## src/rtl/ucie_ctl_sb_tx_phase_sequencer.sv

```systemverilog
// Sideband TX phase sequencer: splits a header (+ optional data) message into 32-bit
// phases and drives the NC-bit shift register, the RDI lp_cfg_vld qualifier and the RDI cfg credits.
module ucie_ctl_sb_tx_phase_sequencer #(
  parameter int NC      = 8,
  parameter int CRD_MAX = 4,
  parameter int GAP     = 1
) (
  input  logic        i_clk,
  input  logic        i_rst,
  input  logic        i_msg_valid,
  input  logic [63:0] i_msg_hdr,
  input  logic [63:0] i_msg_data,
  input  logic        i_msg_has_data,
  output logic        o_msg_ready,
  input  logic        i_rdi_pl_cfg_crd,
  output logic [1:0]  o_shift_load,
  output logic [31:0] o_phase_sent,
  input  logic        i_done_shift,
  output logic        o_rdi_lp_cfg_vld,
  output logic        o_err_protocol
);

  localparam int BEATS = 32 / NC;
  localparam int BW    = (BEATS > 1) ? $clog2(BEATS) : 1;
  localparam int CW    = $clog2(CRD_MAX + 1);

  localparam logic [BW-1:0] BEAT_LAST = BW'(BEATS - 1);
  localparam logic [BW-1:0] DONE_BEAT = (NC < 32) ? BW'(BEATS - 2) : BW'(0);
  localparam logic [CW-1:0] CRD_FULL  = CW'(CRD_MAX);
  localparam logic [3:0]    GAP_LAST  = (GAP > 0) ? 4'(GAP - 1) : 4'd0;

  typedef enum logic [1:0] {
    ST_IDLE  = 2'd0,
    ST_LOAD  = 2'd1,
    ST_SHIFT = 2'd2,
    ST_GAP   = 2'd3
  } state_e;

  state_e        state_q, state_d;
  logic [BW-1:0] beat_q, beat_d;
  logic [1:0]    idx_q, idx_d;
  logic [3:0]    gap_q, gap_d;
  logic [CW-1:0] credit_q, credit_d;
  logic [63:0]   hdr_q, data_q;
  logic          has_data_q;
  logic          ready_q;
  logic [1:0]    shift_load_q;
  logic          vld_q;
  logic          err_q, err_d;
  logic          accept;
  logic [1:0]    last_idx;

  assign accept   = i_msg_valid & ready_q;
  assign last_idx = has_data_q ? 2'd3 : 2'd1;

  // Credit counter: simultaneous return and accept cancel; returns saturate at CRD_MAX.
  always_comb begin
    credit_d = credit_q;
    case ({i_rdi_pl_cfg_crd, accept})
      2'b10: begin
        if (credit_q != CRD_FULL) begin
          credit_d = credit_q + 1'b1;
        end else begin
          credit_d = credit_q;
        end
      end
      2'b01:   credit_d = credit_q - 1'b1;
      default: credit_d = credit_q;
    endcase
  end

  always_comb begin
    state_d = state_q;
    beat_d  = beat_q;
    idx_d   = idx_q;
    gap_d   = gap_q;
    err_d   = err_q | ((state_q == ST_SHIFT) & (i_done_shift != (beat_q == DONE_BEAT)));
    case (state_q)
      ST_IDLE: begin
        if (accept) begin
          state_d = ST_LOAD;
          idx_d   = 2'd0;
        end else begin
          state_d = ST_IDLE;
        end
      end
      ST_LOAD: begin
        state_d = ST_SHIFT;
        beat_d  = '0;
      end
      ST_SHIFT: begin
        if (beat_q == BEAT_LAST) begin
          if (idx_q == last_idx) begin
            gap_d   = 4'd0;
            state_d = (GAP == 0) ? ST_IDLE : ST_GAP;
          end else begin
            idx_d   = idx_q + 2'd1;
            state_d = ST_LOAD;
          end
        end else begin
          beat_d = beat_q + 1'b1;
        end
      end
      ST_GAP: begin
        if (gap_q == GAP_LAST) begin
          state_d = ST_IDLE;
        end else begin
          gap_d = gap_q + 4'd1;
        end
      end
      default: state_d = ST_IDLE;
    endcase
  end

  always_comb begin
    case (idx_q)
      2'd0:    o_phase_sent = hdr_q[31:0];
      2'd1:    o_phase_sent = hdr_q[63:32];
      2'd2:    o_phase_sent = data_q[31:0];
      2'd3:    o_phase_sent = data_q[63:32];
      default: o_phase_sent = 32'd0;
    endcase
  end

  // Outputs are decoded from the next state so they line up with the state they describe.
  always_ff @(posedge i_clk or negedge i_rst) begin
    if (!i_rst) begin
      state_q      <= ST_IDLE;
      beat_q       <= '0;
      idx_q        <= 2'd0;
      gap_q        <= 4'd0;
      credit_q     <= CRD_FULL;
      hdr_q        <= 64'd0;
      data_q       <= 64'd0;
      has_data_q   <= 1'b0;
      ready_q      <= 1'b0;
      shift_load_q <= 2'b00;
      vld_q        <= 1'b0;
      err_q        <= 1'b0;
    end else begin
      state_q  <= state_d;
      beat_q   <= beat_d;
      idx_q    <= idx_d;
      gap_q    <= gap_d;
      credit_q <= credit_d;
      err_q    <= err_d;
      ready_q  <= (state_d == ST_IDLE) && (credit_d != '0);
      vld_q    <= (state_d == ST_SHIFT);
      case (state_d)
        ST_LOAD:  shift_load_q <= 2'b01;
        ST_SHIFT: shift_load_q <= 2'b10;
        default:  shift_load_q <= 2'b00;
      endcase
      if (accept) begin
        hdr_q      <= i_msg_hdr;
        data_q     <= i_msg_has_data ? i_msg_data : 64'd0;
        has_data_q <= i_msg_has_data;
      end
    end
  end

  assign o_msg_ready      = ready_q;
  assign o_shift_load     = shift_load_q;
  assign o_rdi_lp_cfg_vld = vld_q;
  assign o_err_protocol   = err_q;

endmodule

```

## config.mk

```make
export PLATFORM = sky130hd
export DESIGN_NAME = ucie_ctl_sb_tx_phase_sequencer
export DESIGN_NICKNAME = d
export VERILOG_FILES = /design/src/rtl/ucie_ctl_sb_tx_phase_sequencer.sv
export SDC_FILE = /design/constraint.sdc
export NUM_CORES = 1
export LEC_CHECK = 0
export ABC_AREA = 1
export CORE_MARGIN = 8
export CORE_UTILIZATION = 35
export DETAILED_ROUTE_END_ITERATION = 10
export PLACE_DENSITY = 0.7
export SKIP_LAST_GASP = 1
export SLEW_MARGIN = 5
export SYNTH_ARGS = -nofsm -noshare
export SYNTH_HDL_FRONTEND = slang
export SYNTH_SLANG_ARGS = --single-unit
```

## constraint.sdc

```tcl
create_clock -name i_clk -period 2.95 [get_ports i_clk]
set_input_delay 0.7375 -clock i_clk [delete_from_list [all_inputs] [get_ports i_clk]]
set_output_delay 0.7375 -clock i_clk [all_outputs]
set_load 0.05 [all_outputs]
```

==> Word level (Yosys, flattened, before mapping) <==
Cells that the tools add are included.
W data, S select, Z words.
{ "classes": {"add_sub_neg": 5, "n_eq_ne": 21, "muxes": 21, "n_bitwise": 3, "reduce_logical": 12} }
{ "ops": {"columns": ["op", "n"], "rows": [
  ["$pmux W32 S4", 1],
  ["$mux W64", 1],
  ["$eq A2 B2 Y1 const B", 8],
  ["$mux W2", 8],
  ["$mux W4", 3],
  ["$pmux W2 S2", 3],
  ["$eq A2 B1 Y1 const B", 4],
  ["$ne A2 B2 Y1 const B", 4],
  ["$pmux W2 S4", 1],
  ["$pmux W4 S2", 1],
  ["$reduce_and A4 Y1", 2],
  ["$logic_not A2 Y1", 3],
  ["$pmux W3 S2", 1],
  ["$reduce_bool A2 Y1", 3],
  ["$add A2 B1 Y2 const B", 2],
  ["$add A4 B1 Y4 const B", 1],
  ["$logic_not A4 Y1", 1],
  ["$ne A2 B1 Y1 const B", 2],
  ["$add A3 B1 Y3 const B", 1],
  ["$mux W3", 1],
  ["$ne A3 B3 Y1 const B", 1],
  ["$reduce_bool A3 Y1", 1],
  ["$sub A3 B1 Y3 const B", 1],
  ["$and A1 B1 Y1", 2],
  ["6 further kinds", 6]
]} }
{ "totals": {"register_bits": 147, "inputBits": 134, "output_inout_bits": 37, "word_cells": 74} }

==> Logic depth before layout (Yosys ltp) <==
{ "depth": {"word_depth": 7, "ltp_mapped": 13, "depth_no_buf": 11} }

==> Worst setup path before layout <==
Ideal clock, no wire load.
{ "synth_timing": {"path_type": "register to output", "start": "reg idx_q[0]", "end": "out o_phase_sent[0]", "arrival_time_ns": 1.985, "t_required_ns": 2.213, "path_slack_ns": 0.227, "stages_incl_launch_ff": 6, "path_buffers": 1, "path_cell_list": "dfrtp_1 > inv_1 > ha_1 > clkbuf_1 > nand2_1 > a31oi_1"} }
{ "synth_between": {"elab_chain_cells": 2, "elab_cells_between_ends": 5, "classes_between": "eq/ne (3); mux (1); reduce/logical (1)"} }
{ "synth_lines": {"columns": ["item", "line_no", "text"], "rows": [
  ["start, declared", "41", "logic [1:0] idx_q, idx_d;"],
  ["start signal, assigned", "143", "idx_q <= idx_d;"],
  ["$eq A2 B2 Y1, or another cell as far along", "116", "case (idx_q)"],
  ["$pmux W32 S4 (*)", "116", null],
  ["end, declared", "17", "output logic [31:0] o_phase_sent,"]
]} }
Mark *: on every way between the ends. The rest lies on a longest branch, timed or not.

==> Final worst setup path <==
{ "layout_timing": {"start": "reg idx_q[0]", "end": "out o_phase_sent[25]"} }
The elaborated chain is that of the path after synthesis.

==> flow_summary.json <==
{
  "grt_start_max_net_pins": 106,
  "area_growth_syn_to_layout_pct": 37.8,
  "drt_wl_total_mm": 20.0,
  "synth_ff_type": "dfrtp_1",
  "utilization_pct": 48.5,
  "min_period_ns": 2.83,
  "fin_crit_sh_pct": 96.0,
  "synth_area_leaders": "dfrtp_1 (53%), nand2_1 (23%), o21ai_0 (5.0%), a31oi_1 (2.9%), ha_1 (2.4%)",
  "post_cts_resized": 0,
  "synth_top_area_cell": "dfrtp_1",
  "relSlewSlack_pct": 52.5,
  "worst_hold_slack_ns": 0.277,
  "drt_pass1_iterations": 5,
  "status": "completed",
  "yosysUniqueCellTypes": 26,
  "grt_pass1_wl_mm": 32.1,
  "postCtsSetupBuffers": 0,
  "wire_per_inst_microns": 15.5,
  "path_class": "reg2out",
  "gp_congestion": 0.790,
  "vdd_drop_max_uv": 729,
  "rsz0062_at_grt": "false",
  "cp_cell_sequence": "inv_1 -> ha_2 -> inv_1 -> buf_4 -> nor2_1 -> a31oi_1 -> buf_4",
  "io_buffers": 170,
  "antenna_found_initial": 0,
  "worst_path_max_delay_cell": "dfrtp_1",
  "synth_commonest_cells": "nand2_1 (422), dfrtp_1 (145), o21ai_0 (68)",
  "crit_family": "buffers and inverters",
  "nets": 1160,
  "cp.required_ns": 2.21,
  "cp.arrival_ns": 2.09,
  "final_area_sq_um": 9350,
  "fp.coreArea_sq_um": 19300,
  "path_clk_slew_ns": 0.07,
  "drive_above_1_share_pct": 9.94,
  "cts_root_buf": "clkbuf_16",
  "grt_usage_pct": 16.9,
  "synth_area_per_cell_sq_um": 7.91,
  "drv_slew": 0,
  "async_flop_share_pct": 100,
  "power.leakage_nw": 4.43,
  "numCtsBuffers": 17,
  "vias": 6141,
  "fp.dieH_microns": 155,
  "layout_setup_ws_ns": 0.118,
  "p_per_area_nw_per_um2": 1210,
  "critPathBufInv": 4,
  "die-width_microns": 155,
  "drt_iter0_drc": 267,
  "synth_edf_count": 0,
  "final_cells": 1291,
  "hpwl_mm": 13.7,
  "post-place-ws_ns": 0.553,
  "total_power_mw": 11.3,
  "ys_seq_area_share_pct": 53.8,
  "rows": 51,
  "cp-start-kind": "flop",
  "start_util_pct": 35.2,
  "hold_buffers": 0,
  "clockBufferDepth": 2,
  "report.final.setup_viol": 0,
  "end_kind": "output port",
  "num_antenna_cells": 0,
  "insertion_delay_ns": 0.42,
  "max_freq_mhz": 353,
  "syn-cell-area_sq_um": 6790,
  "grt-ovfl-total": 0,
  "die_area_sq_um": 24100,
  "critPathMaxStageDelay_ns": 0.43,
  "drcViolationCount": 0,
  "io_pins": 171,
  "vias_per_cell": 4.76,
  "ys_warn_count": 0,
  "synth_top_area_share_pct": 53.5,
  "finalSetupTns_ns": 0,
  "finalClockSkew_ns": 0.0111,
  "syn-num-nets": 1005,
  "hold_path.class": "in2async",
  "first_global_vias": 6194,
  "hold_viol": 0,
  "yosysMostFrequentCell": "nand2_1",
  "placed_cells": 1259,
  "worstMarginPinSlew_ns": 0.712,
  "cap_violations": 0,
  "ant_nets": 0,
  "cts_tree": "yes",
  "synth_cells": 858,
  "htreeDepth": 4,
  "clock_sinks": 146,
  "ys_ff_latch": 146,
  "worst-path-max-fanout": 20,
  "placed_cell_area_sq_um": 8720
}
[cell usage in the layout, fill, tap and decap left out]
cell             synthesis  final
a21oi_1                 32     32
a31o_2                   1      1
a31oi_1                 32     30
a31oi_2                  0      2
buf_12                   0      7
buf_2                   20      1
buf_4                    8     43
buf_6                    1      1
bufinv_16                0      4
clkbuf_1                23      2
clkbuf_16                0     17
clkdlybuf4s50_1          0    136
clkinv_2                 0      2
clkinv_4                 0      3
clkinvlp_4               0      4
dfrtp_1                145    145
dfstp_2                  1      1
ha_1                    13     12
ha_2                     0      1
inv_1                   18     18
inv_2                    3      3
inv_4                    1      1
nand2_1                422    422
nand2_2                  5      4
nand2_4                  1      1
nand2_8                  0      1
nand3_1                 10     10
nand4_1                  1      1
nand4_2                  1      1
nor2_1                  41     41
nor2_2                   1      1
nor2_4                   1      1
o21ai_0                 68     68
o21ai_1                  6      6
or2_2                    2      2
xor2_1                   1      1
[cells by family after synthesis]
kind of cell	share of synthesized area, %
AND/OR/NAND/NOR	27.7
buffers and inverters	5.05
XOR/XNOR	0.129
adder cells (fa/ha/maj)	2.40
flip-flops	53.8
AO/OA/AOI/OAI	10.9
[state kept, by name, indices dropped and copies added, names as in the netlist]
signal / cells
beat_q: 2
credit_q: 3
data_q: 64
gap_q: 4
has_data_q: 1
hdr_q: 64
idx_q: 2
o_err_protocol: 1
o_msg_ready: 1
o_shift_load: 2
state_q: 2
[layer usage]
layer / track usage, % / vias to the layer above / wire length [microns]
met5: 0 / - / 0
met4: 5.45 / 0 / 320
met3: 4.55 / 25 / 1230
met2: 26.7 / 174 / 9420
met1: 22.1 / 2909 / 9050
li1: - / 3033 / -
[layout make-up]
type / count / area (sq um)
fill: 1884 / 9920
sequential: 146 / 3650
multi-input combinational: 638 / 2820
timing repair buffer: 188 / 1840
clock buffer: 19 / 433
tap: 265 / 332
clock inverter: 13 / 186
inverter: 22 / 85.1
[final timing paths]
path,start,end,slack (ns),depth (start not counted)
max,idx_q[0],o_phase_sent[25],0.12,7
min,i_rst,hdr_q[32],0.28,1
max reg2reg,o_msg_ready,data_q[38],1.36,3
min reg2reg,hdr_q[62],hdr_q[62],0.48,2
max in group asynchronous,i_rst,credit_q[2],1.85,2
min in group i_clk,hdr_q[62],hdr_q[62],0.48,2
[where the power goes]
group	switching, mW	total, mW	internal, mW
clock	0.865	2.28	1.42
sequential	0.535	3.47	2.94
combinational	3.71	5.53	1.83
total	5.11	11.3	6.18
(Power assumes the default switching activity.)
==> variant (same flow settings) <==
The 4 states of `state_e` get a one-hot encoding in 4 bits.
--- a/src/rtl/ucie_ctl_sb_tx_phase_sequencer.sv
+++ b/src/rtl/ucie_ctl_sb_tx_phase_sequencer.sv
@@ -29,11 +29,11 @@
   localparam logic [CW-1:0] CRD_FULL  = CW'(CRD_MAX);
   localparam logic [3:0]    GAP_LAST  = (GAP > 0) ? 4'(GAP - 1) : 4'd0;
 
-  typedef enum logic [1:0] {
-    ST_IDLE  = 2'd0,
-    ST_LOAD  = 2'd1,
-    ST_SHIFT = 2'd2,
-    ST_GAP   = 2'd3
+  typedef enum logic [3:0] {
+    ST_IDLE  = 4'b0001,
+    ST_LOAD  = 4'b0010,
+    ST_SHIFT = 4'b0100,
+    ST_GAP   = 4'b1000
   } state_e;
 
   state_e        state_q, state_d;
Behaviour: no difference found for any inputs over 10 cycles, from zero or initial values and one cycle with i_rst low; not proved beyond that.
==> variant against the unedited design <==
Utilization is 0.78 points lower; worst hold slack improved by 0.041 ns; cell area is 2.0% higher; routed wire length grew 9.7%; sequential share of layout area hardly changed; worst setup slack better by 0.021 ns; area after synthesis rose by 3.8%; sequential cell count is 3 higher; total power fell by 18%.
==> variant: results (changes against the unedited design) <==
[run_status]
outcome = finished, final reports clean

[worst_setup_path]
cp_max_fo = 32  ; +60%
cp.arrival_ns = 2.07  ; -0.02 ns
reg2reg_depth = 6  ; +3

[global_route]
grt_usage = 0.1796  ; +0.01096
grt_max_degree = 136  ; +28%
antenna_found_initial = 0  ; unchanged
grtUsageMet3 = 0.04368  ; -0.001812
grtUsageMet1 = 0.2486  ; +0.02801
grt_pass1_vias = 6394  ; +3.2%
met2_usage = 0.2706  ; +0.003478
grt_pass1_wl_mm = 34.56  ; +7.7%

[clocking]
root_buffer = clkbuf_16
htree_levels = 4  ; unchanged
cts_setup_buffers = 0  ; unchanged
clkLatencyLatePin_ns = 0.42  ; about the same
clk_pin_slew_worst_paths_ns = 0.06
ctsResizeCount = 0  ; unchanged
cts-buffers-inserted = 17  ; unchanged
clockBufferDepth = 2  ; unchanged

[power]
p_leak_uw = 0.004560  ; +2.9%
vdd_ir_drop_max_uv = 491.1  ; -33%

[finish]
fillers = 1932  ; +2.5%
top_regs = data_q x64, hdr_q x64
nets = 1192  ; +2.8%
diodes = 0  ; unchanged
drive_gt1_frac = 0.1022  ; +0.002761

[drt]
drt_iter0_markers = 371  ; +39%
viasPerCell = 4.751  ; -0.13%
first_pass_iters = 7  ; +2
drt_wl_total_mm = 21.95  ; +9.7%

[place]
pre_cts_slack_ns = 0.5372  ; -0.01570 ns
io_buffer_count = 170  ; unchanged
gp_congestion = 0.8647  ; +9.5%
dp.final_hpwl_mm = 15.79  ; +15%

[synth]
synth-main-ff-cell = dfrtp_1
synth.area.top_cells = dfrtp_1 (52%), nand2_1 (23%), o21ai_0 (4.6%), a31oi_1 (2.8%), nor2_1 (2.5%)
synth_top_cells_by_count = nand2_1 (429), dfrtp_1 (147), o21ai_0 (65)
syn_nets = 1038  ; +3.3%
synthArstFlopShare = 1.000  ; unchanged
ys_types = 28  ; +7.7%
yosysSeqAreaShare = 0.5294  ; -0.009053
ys_warn_count = 0  ; unchanged

[sta]
fin_setup_tns_ns = 0  ; unchanged
skew_ns = 0.008714  ; -0.002391 ns
worst_slew_pin_slew_ns = 0.6472  ; -0.06460 ns

[worst_hold_path]
hp-class = input port to async pin

[variant: cell count changes after synthesis, moves of 4 or more]
cell      before  now
nand3_2        0    4
buf_2         20   27
inv_1         18   27
nand2_1      422  429
nor2_1        41   47
buf_4          8    3
clkbuf_1      23   16
buf_6          1    5
[variant: logic make-up (layout without fill, tap and decap cells)]
kind of cell | after synthesis | count (layout) | synth area share
compound gates | 135 | 135 | 0.1026
xor+xnor | 1 | 1 | 0.001243
fa+ha+maj | 14 | 14 | 0.02485
buf+inv | 83 | 250 | 0.05628
flops | 149 | 149 | 0.5294
simple gates | 508 | 508 | 0.2856
[variant: worst max-delay path: stages, from the launching register on]
cell and delay [ns]:
dfrtp_1 0.44, inv_1 0.09, ha_1 0.22, inv_1 0.10, buf_12 0.20, nor2_1 0.08, a31oi_1 0.26, buf_4 0.26
[variant: per-layer routing]
layer | part of all wire | vias up | wire length, um
met2 | 0.46 | 168 | 10050
met3 | 0.053 | 32 | 1174
met1 | 0.47 | 2988 | 10230
met4 | 0.023 | 0 | 499
met5 | 0 | - | 0
li1 | - | 3116 | -
[variant: cell type report]
class | instances | area (sq um) | area share
sequential | 149 | 3731 | 0.3913
tap | 270 | 337.8 | 0.03543
multi-input combinational | 658 | 2937 | 0.3080
clock buffer | 22 | 484.2 | 0.05078
clock inverter | 10 | 118.9 | 0.01247
timing repair buffer | 186 | 1804 | 0.1892
inverter | 32 | 122.6 | 0.01286
[variant: per-stage QoR]
stage	area [sq um]	instances
final	9535	1327
after global routing	9535	1327
after CTS	9529	1327
after detailed placement	8926	1295
after global placement	8926	1295
after floorplan	7048	890
[variant: path summary, 6_finish.rpt]
path                                  startpoint                      to  slack [ns]
setup / recovery            idx_q[0]$_DFFE_PN0P_        o_phase_sent[18]        0.14
hold / removal                             i_rst   hdr_q[35]$_DFFE_PN0P_        0.32
setup reg to reg           o_msg_ready$_DFF_PN0_   o_msg_ready$_DFF_PN0_        1.42
hold reg to reg            hdr_q[34]$_DFFE_PN0P_   hdr_q[34]$_DFFE_PN0P_        0.48
max in group asynchronous                  i_rst  data_q[57]$_DFFE_PN0P_        1.86
min in group i_clk         hdr_q[34]$_DFFE_PN0P_   hdr_q[34]$_DFFE_PN0P_        0.48
[variant: report_power, final]
| part | switching, uW | leakage, uW | internal (uW) | total [uW] |
|---|---|---|---|---|
| registers | 535 | 0.00191 | 2920 | 3460 |
| logic | 2450 | 0.00236 | 1220 | 3670 |
| clock network | 841 | 0.000289 | 1340 | 2180 |
